### src/rtl/mem_arbiter.sv
// mem_arbiter: shares the single memory port between instruction fetch and
// the load/store stage. Data has priority; a streak counter bounds how many
// data grants may pass a waiting fetch. The winning request is latched for
// the whole transaction and the response is steered back to its owner.
module mem_arbiter #(
   parameter int unsigned MAX_DSTREAK = 4
) (
   input  logic        clk,
   input  logic        reset,

   input  logic        ireq_valid,
   input  logic [63:0] ireq_addr,
   output logic        iresp_data_ok,
   output logic [31:0] iresp_data,

   input  logic        dreq_valid,
   input  logic [63:0] dreq_addr,
   input  logic        dreq_write,
   input  logic [7:0]  dreq_strobe,
   input  logic [63:0] dreq_data,
   output logic        dresp_data_ok,
   output logic [63:0] dresp_data,

   output logic        mreq_valid,
   output logic [63:0] mreq_addr,
   output logic        mreq_write,
   output logic [7:0]  mreq_strobe,
   output logic [63:0] mreq_data,
   input  logic        mresp_data_ok,
   input  logic [63:0] mresp_data
);

   localparam int unsigned SW = $clog2(MAX_DSTREAK + 1);
   localparam logic [SW-1:0] STREAK_MAX = SW'(MAX_DSTREAK);

   typedef enum logic [1:0] {
      IDLE  = 2'd0,
      IBUSY = 2'd1,
      DBUSY = 2'd2
   } state_t;

   state_t        state_q;
   logic [SW-1:0] streak_q;
   logic [SW-1:0] streak_d;

   logic          mreq_valid_q;
   logic [63:0]   mreq_addr_q;
   logic          mreq_write_q;
   logic [7:0]    mreq_strobe_q;
   logic [63:0]   mreq_data_q;

   logic          gnt_data;
   logic          gnt_fetch;

   // Arbitration decision and streak update, used only while IDLE
   always_comb begin
      gnt_data  = 1'b0;
      gnt_fetch = 1'b0;
      streak_d  = streak_q;
      if (dreq_valid && !(ireq_valid && (streak_q == STREAK_MAX))) begin
         gnt_data = 1'b1;
         if (ireq_valid) begin
            streak_d = (streak_q == STREAK_MAX) ? STREAK_MAX : streak_q + 1'b1;
         end else begin
            streak_d = '0;
         end
      end else if (ireq_valid) begin
         gnt_fetch = 1'b1;
         streak_d  = '0;
      end
   end

   // Transaction FSM: grant in IDLE, hold latched request until completion
   always_ff @(posedge clk) begin
      if (reset) begin
         state_q       <= IDLE;
         streak_q      <= '0;
         mreq_valid_q  <= 1'b0;
         mreq_addr_q   <= '0;
         mreq_write_q  <= 1'b0;
         mreq_strobe_q <= '0;
         mreq_data_q   <= '0;
      end else begin
         case (state_q)
            IDLE: begin
               if (gnt_data) begin
                  state_q       <= DBUSY;
                  streak_q      <= streak_d;
                  mreq_valid_q  <= 1'b1;
                  mreq_addr_q   <= dreq_addr;
                  mreq_write_q  <= dreq_write;
                  mreq_strobe_q <= dreq_strobe;
                  mreq_data_q   <= dreq_data;
               end else if (gnt_fetch) begin
                  state_q       <= IBUSY;
                  streak_q      <= streak_d;
                  mreq_valid_q  <= 1'b1;
                  mreq_addr_q   <= ireq_addr;
                  mreq_write_q  <= 1'b0;
                  mreq_strobe_q <= '0;
                  mreq_data_q   <= '0;
               end
            end
            IBUSY, DBUSY: begin
               if (mresp_data_ok) begin
                  state_q      <= IDLE;
                  mreq_valid_q <= 1'b0;
               end
            end
            default: begin
               state_q      <= IDLE;
               mreq_valid_q <= 1'b0;
            end
         endcase
      end
   end

   assign mreq_valid  = mreq_valid_q;
   assign mreq_addr   = mreq_addr_q;
   assign mreq_write  = mreq_write_q;
   assign mreq_strobe = mreq_strobe_q;
   assign mreq_data   = mreq_data_q;

   // Responses are steered combinationally to the owner of the transaction
   assign iresp_data_ok = mresp_data_ok & (state_q == IBUSY);
   assign dresp_data_ok = mresp_data_ok & (state_q == DBUSY);
   assign iresp_data    = mreq_addr_q[2] ? mresp_data[63:32] : mresp_data[31:0];
   assign dresp_data    = mresp_data;

endmodule

### config.mk
export PLATFORM = sky130hd
export DESIGN_NAME = mem_arbiter
export DESIGN_NICKNAME = d
export VERILOG_FILES = /design/src/rtl/mem_arbiter.sv
export SDC_FILE = /design/constraint.sdc
export NUM_CORES = 1
export LEC_CHECK = 0
export BUFFER_PORTS_ARGS = -buffer_cell sky130_fd_sc_hd__buf_2
export CAP_MARGIN = 20
export CORE_AREA = 2 2 194 196
export CTS_BUF_LIST = sky130_fd_sc_hd__clkbuf_2 sky130_fd_sc_hd__clkbuf_4 sky130_fd_sc_hd__clkbuf_8
export CTS_CLUSTER_SIZE = 20
export DETAILED_ROUTE_END_ITERATION = 10
export DIE_AREA = 0 0 196 198
export SLEW_MARGIN = 20
export SYNTH_ARGS = -nofsm -noshare
export SYNTH_HDL_FRONTEND = slang
export SYNTH_SLANG_ARGS = --single-unit
### constraint.sdc
create_clock -name clk -period 3.95 [get_ports clk]
set_clock_uncertainty 0.2 [all_clocks]
set_input_delay 0.5925 -clock clk [delete_from_list [all_inputs] [get_ports clk]]
set_output_delay 0.5925 -clock clk [all_outputs]
set_load 0.1 [all_outputs]
# ---- Word level (Yosys, flattened, before mapping)
# Cells that the tools add are included.
dict set report op_classes {
  reduce_logical 8
  mux 26
  eq_ne 5
  n_bitwise 2
  n_addsub 1
}
# operator count
set ops {}
lappend ops {{64-bit 2-to-1 mux} 4}
lappend ops {{32-bit 2-to-1 mux} 1}
lappend ops {{3-bit 2-to-1 mux} 6}
lappend ops {{8-bit 2-to-1 mux} 2}
lappend ops {{1-bit 2-to-1 mux} 8}
lappend ops {{2-bit 2-to-1 mux} 3}
lappend ops {{2-bit case mux with 2 select lines} 1}
lappend ops {{2-bit AND reduction} 2}
lappend ops {{3-bit by 1-bit adder with 3-bit output, second input constant} 1}
lappend ops {{3-bit equality test, second input constant} 1}
lappend ops {{3-bit inequality test, second input constant} 1}
lappend ops {{1-bit bitwise AND} 2}
lappend ops {{2-bit by 1-bit equality test with 1-bit output, second input constant} 1}
lappend ops {{2-bit equality test, second input constant} 1}
lappend ops {{1-bit logical AND} 2}
lappend ops {{2-bit zero test} 1}
lappend ops {{2-bit inequality test, second input constant} 1}
lappend ops {{1-bit case mux with 2 select lines} 1}
lappend ops {{2-bit nonzero test} 1}
lappend ops {{2-bit OR reduction} 1}
lappend ops {{1-bit zero test} 1}
dict set report word_totals {
  in_bits 270
  word_cells 49
  ff_bits 143
}

# ---- Logic depth before layout (Yosys ltp)
dict set report depth {
  depth_word 8
  mapped_depth 7
}

# ---- Least setup slack after synthesis
# No wires, ideal clock.
dict set report synth_path {
  path_kind {register to output}
  start {reg mreq_addr_q[2] (netlist: mreq_addr[2])}
  end {out iresp_data[10]}
  arrival_time_ns 2.000
  stages_incl_launch_ff 4
  setup_slack_ns 1.157
  path_cell_list {dfxtp_1 clkbuf_1 buf_2 mux2_2}
}
dict set report synth_via {
  elab_chain_len 1
}
# item line
set synth_lines {}
lappend synth_lines {{start: declaration} 47} ;# logic [63:0] mreq_addr_q;
lappend synth_lines {{start signal: assignment} 90} ;# mreq_addr_q <= dreq_addr;
lappend synth_lines {{start signal: assignment} 98} ;# mreq_addr_q <= ireq_addr;
lappend synth_lines {{32-bit 2-to-1 mux} 127} ;# assign iresp_data = mreq_addr_q[2] ? mresp_data[63:32] : mresp_data[31:0];
lappend synth_lines {{end: declaration} 14} ;# output logic [31:0] iresp_data,
# No other way between the ends.

# ---- Final worst setup path
dict set report layout_path {
  start {reg mreq_addr_q[2] (netlist: mreq_addr[2])}
  end {out iresp_data[9]}
}
# The elaborated chain is that of the path after synthesis.

==> results.json <==
{
  "path_clk_slew_ps": 90,
  "maxSlewHeadroom": 0.486,
  "synth_fa_ha_area_frac": 0.00858,
  "cts_setup_buffers": 0,
  "cts_tree": "done",
  "setup_violations": 0,
  "ant_nets": 0,
  "synth_top_family_by_area": "compound AO/OA/AOI/OAI gates",
  "synth_area_sq_mm": 0.00729,
  "numCtsBuffers": 17,
  "postSynthCellCount": 849,
  "hold_viol_final": 0,
  "synth_top_area_share": 0.393,
  "cts_sinks": 143,
  "overflow": 0,
  "r2r-end": "state_q[1]",
  "yosysUniqueCellTypes": 29,
  "powerDensity_mw_per_mm2": 546,
  "htreeDepth": 4,
  "critPathSlowestCell": "buf_2",
  "synthMuxAreaShare": 0.0494,
  "drive_gt1_frac": 0.515,
  "drcViolationCount": 0,
  "grt_setup_unrepaired": "false",
  "nNetsFinal": 1503,
  "end_kind": "output pin",
  "cp-start-kind": "register",
  "critPathTopFamily": "buffers and inverters",
  "holdBufCountCts": 0,
  "cts_root_buf": "clkbuf_8",
  "ys_seq_elements": 143,
  "final_common_cell": "buf_2",
  "die_area_sq_mm": 0.0388,
  "synth-xor-area-share": 0,
  "clk_latency_ps": 480,
  "vias": 8031,
  "vdd_drop_max_uv": 237,
  "synthFlopType": "dfxtp_1",
  "numPortBuffers": 505,
  "min_period_ps": 2790,
  "cp.required_ps": 3160,
  "viasPerCell": 4.66,
  "seqCellArea_sq_mm": 0.00286,
  "hp-class": "input pin to register",
  "cts.path.max_buffers": 2,
  "slew_viol_final": 0,
  "arrival_ps": 2000,
  "status": "complete, no violations",
  "fillers": 4055,
  "async_reset_ff_frac": 0,
  "synth_top_cell_by_area": "dfxtp_1",
  "path_cells": "buf_4 -> mux2_2 -> buf_2",
  "max_cap_violations": 0,
  "reg2reg_from": "state_q[0]",
  "io_pins": 506,
  "cpPeakStageDelay_ps": 530,
  "place.gp.congestion": 0.934,
  "synth_compound_area_frac": 0.224,
  "yosys.area_share.simple": 0.190,
  "avgSynthCellArea_sq_um": 8.59,
  "first_global_vias": 7668,
  "grt_usage": 0.162,
  "min_delay_worst_endpoint": "mreq_data[17]",
  "syn_to_final_growth_pct": 38.2,
  "drt_wl_total_mm": 33.1,
  "start_util": 0.197,
  "finalCoreUtilization": 0.273,
  "rrSetupSlack_ps": 1410,
  "core_area_sq_mm": 0.0370,
  "synthTopCellsByArea": "dfxtp_1 (39%), a311oi_2 (10%), buf_4 (7.4%)",
  "crit_buf_inv": 2,
  "die_y_microns": 198,
  "syn-num-nets": 1124,
  "tightest_slew_ps": 771,
  "grt_max_degree": 83,
  "finalCritPeriodShare": 0.706,
  "synth-edff-count": 0,
  "worstHoldPathCells": 3,
  "r2r_cells": 6,
  "p_leak_nw": 4.54,
  "ys_warn_count": 0,
  "layout_common_cells": "buf_2 (503), dfxtp_1 (143), a21oi_1 (78)",
  "timing.fmax_mhz": 359,
  "grt_pass1_wl_mm": 47.3,
  "setup_tns_ps": 0,
  "yosysSeqAreaShare": 0.393,
  "die_w_microns": 196,
  "worstPathMaxFanout": 33,
  "antenna_found_initial": 15,
  "multi_input_area_sq_mm": 0.00348,
  "rows": 71,
  "drt_iter0_drc": 313,
  "dp_hpwl_mm": 24.6,
  "path_class": "register to output pin",
  "dr.pass1.iters": 4,
  "cts-resized-gates": 0,
  "min-delay-start": "dreq_data[17]",
  "avgRoutedWirePerCell_microns": 19.2
}
-- per-layer routing --
layer / GRT usage / share of wire
met1: 0.174 / 0.37
met4: 0.0870 / 0.042
met2: 0.281 / 0.50
met3: 0.0572 / 0.081
met5: 0.00511 / 0.0026
-- final cells by class --
type,instances,share of cell area
multi-input cells,542,0.346
flip-flops and latches,143,0.284
repair buffers,519,0.268
well taps,474,0.0589
clock buffers,19,0.0253
clock inverters,13,0.0132
diodes,9,0.00224
inverters,5,0.00211
-- sequential cells by signal (all words and copies together) (netlist names) --
signal       count
mreq_valid       1
mreq_data       64
streak_q         3
mreq_write       1
state_q          2
mreq_addr       64
mreq_strobe      8
-- report_power, final --
group | switching, mW | total, mW | internal, mW | leakage [nW]
Combinational | 2.16 | 2.63 | 0.473 | 3.18
Sequential | 0.0803 | 1.67 | 1.59 | 1.18
Clock | 0.661 | 1.20 | 0.534 | 0.185
-- synth_stat cells (all sizes together) (2+ instances only) --
cell,number
a21oi,78
o21ai,68
and3,2
inv,5
o211ai,2
dfxtp,143
buf,120
nand2,77
nor3b,2
nor2,65
mux2,32
ha,5
nand3,66
a311oi,64
and2,2
clkbuf,39
nand4,74
-- worst min-delay path: cells and delay by family --
kind,cells,cell delay [ps]
buffers and inverters,1,90
and+or+nand+nor,1,70
AOI/OAI and AO/OA,1,60
-- through the flow --
stage	worst slack (ps)	area (sq um)	total power, mW	cells	hold slack, ps
2_1_floorplan	1160	7290	3.86	849	249
3_3_place_gp	1350	9660	4.32	1683	239
3_5_place_dp	1440	9660	4.34	1683	245
4_1_cts	1130	10000	5.56	1715	116
5_1_grt	1080	10100	5.72	1722	137
6_report	1160	10100	5.50	1724	182
-- logic make-up after synthesis --
kind of cell               Yosys count
AOI/OAI and AO/OA                  214
muxes                               32
buffers and inverters              164
and+or+nand+nor                    291
DFF                                143
adders and majority gates            5
-- worst max-delay path by stage --
stage            startpoint              to  slack (ps)  cells past startpoint
2_1_floorplan  mreq_addr[2]  iresp_data[10]        1160                      3
3_3_place_gp     dreq_valid   mreq_addr[31]        1350                      4
3_5_place_dp     ireq_valid   mreq_addr[31]        1440                      5
4_1_cts        mreq_addr[2]   iresp_data[9]        1130                      3
5_1_grt        mreq_addr[2]   iresp_data[9]        1080                      3
6_report       mreq_addr[2]   iresp_data[9]        1160                      3
Power figures use the tool's default switching activity.
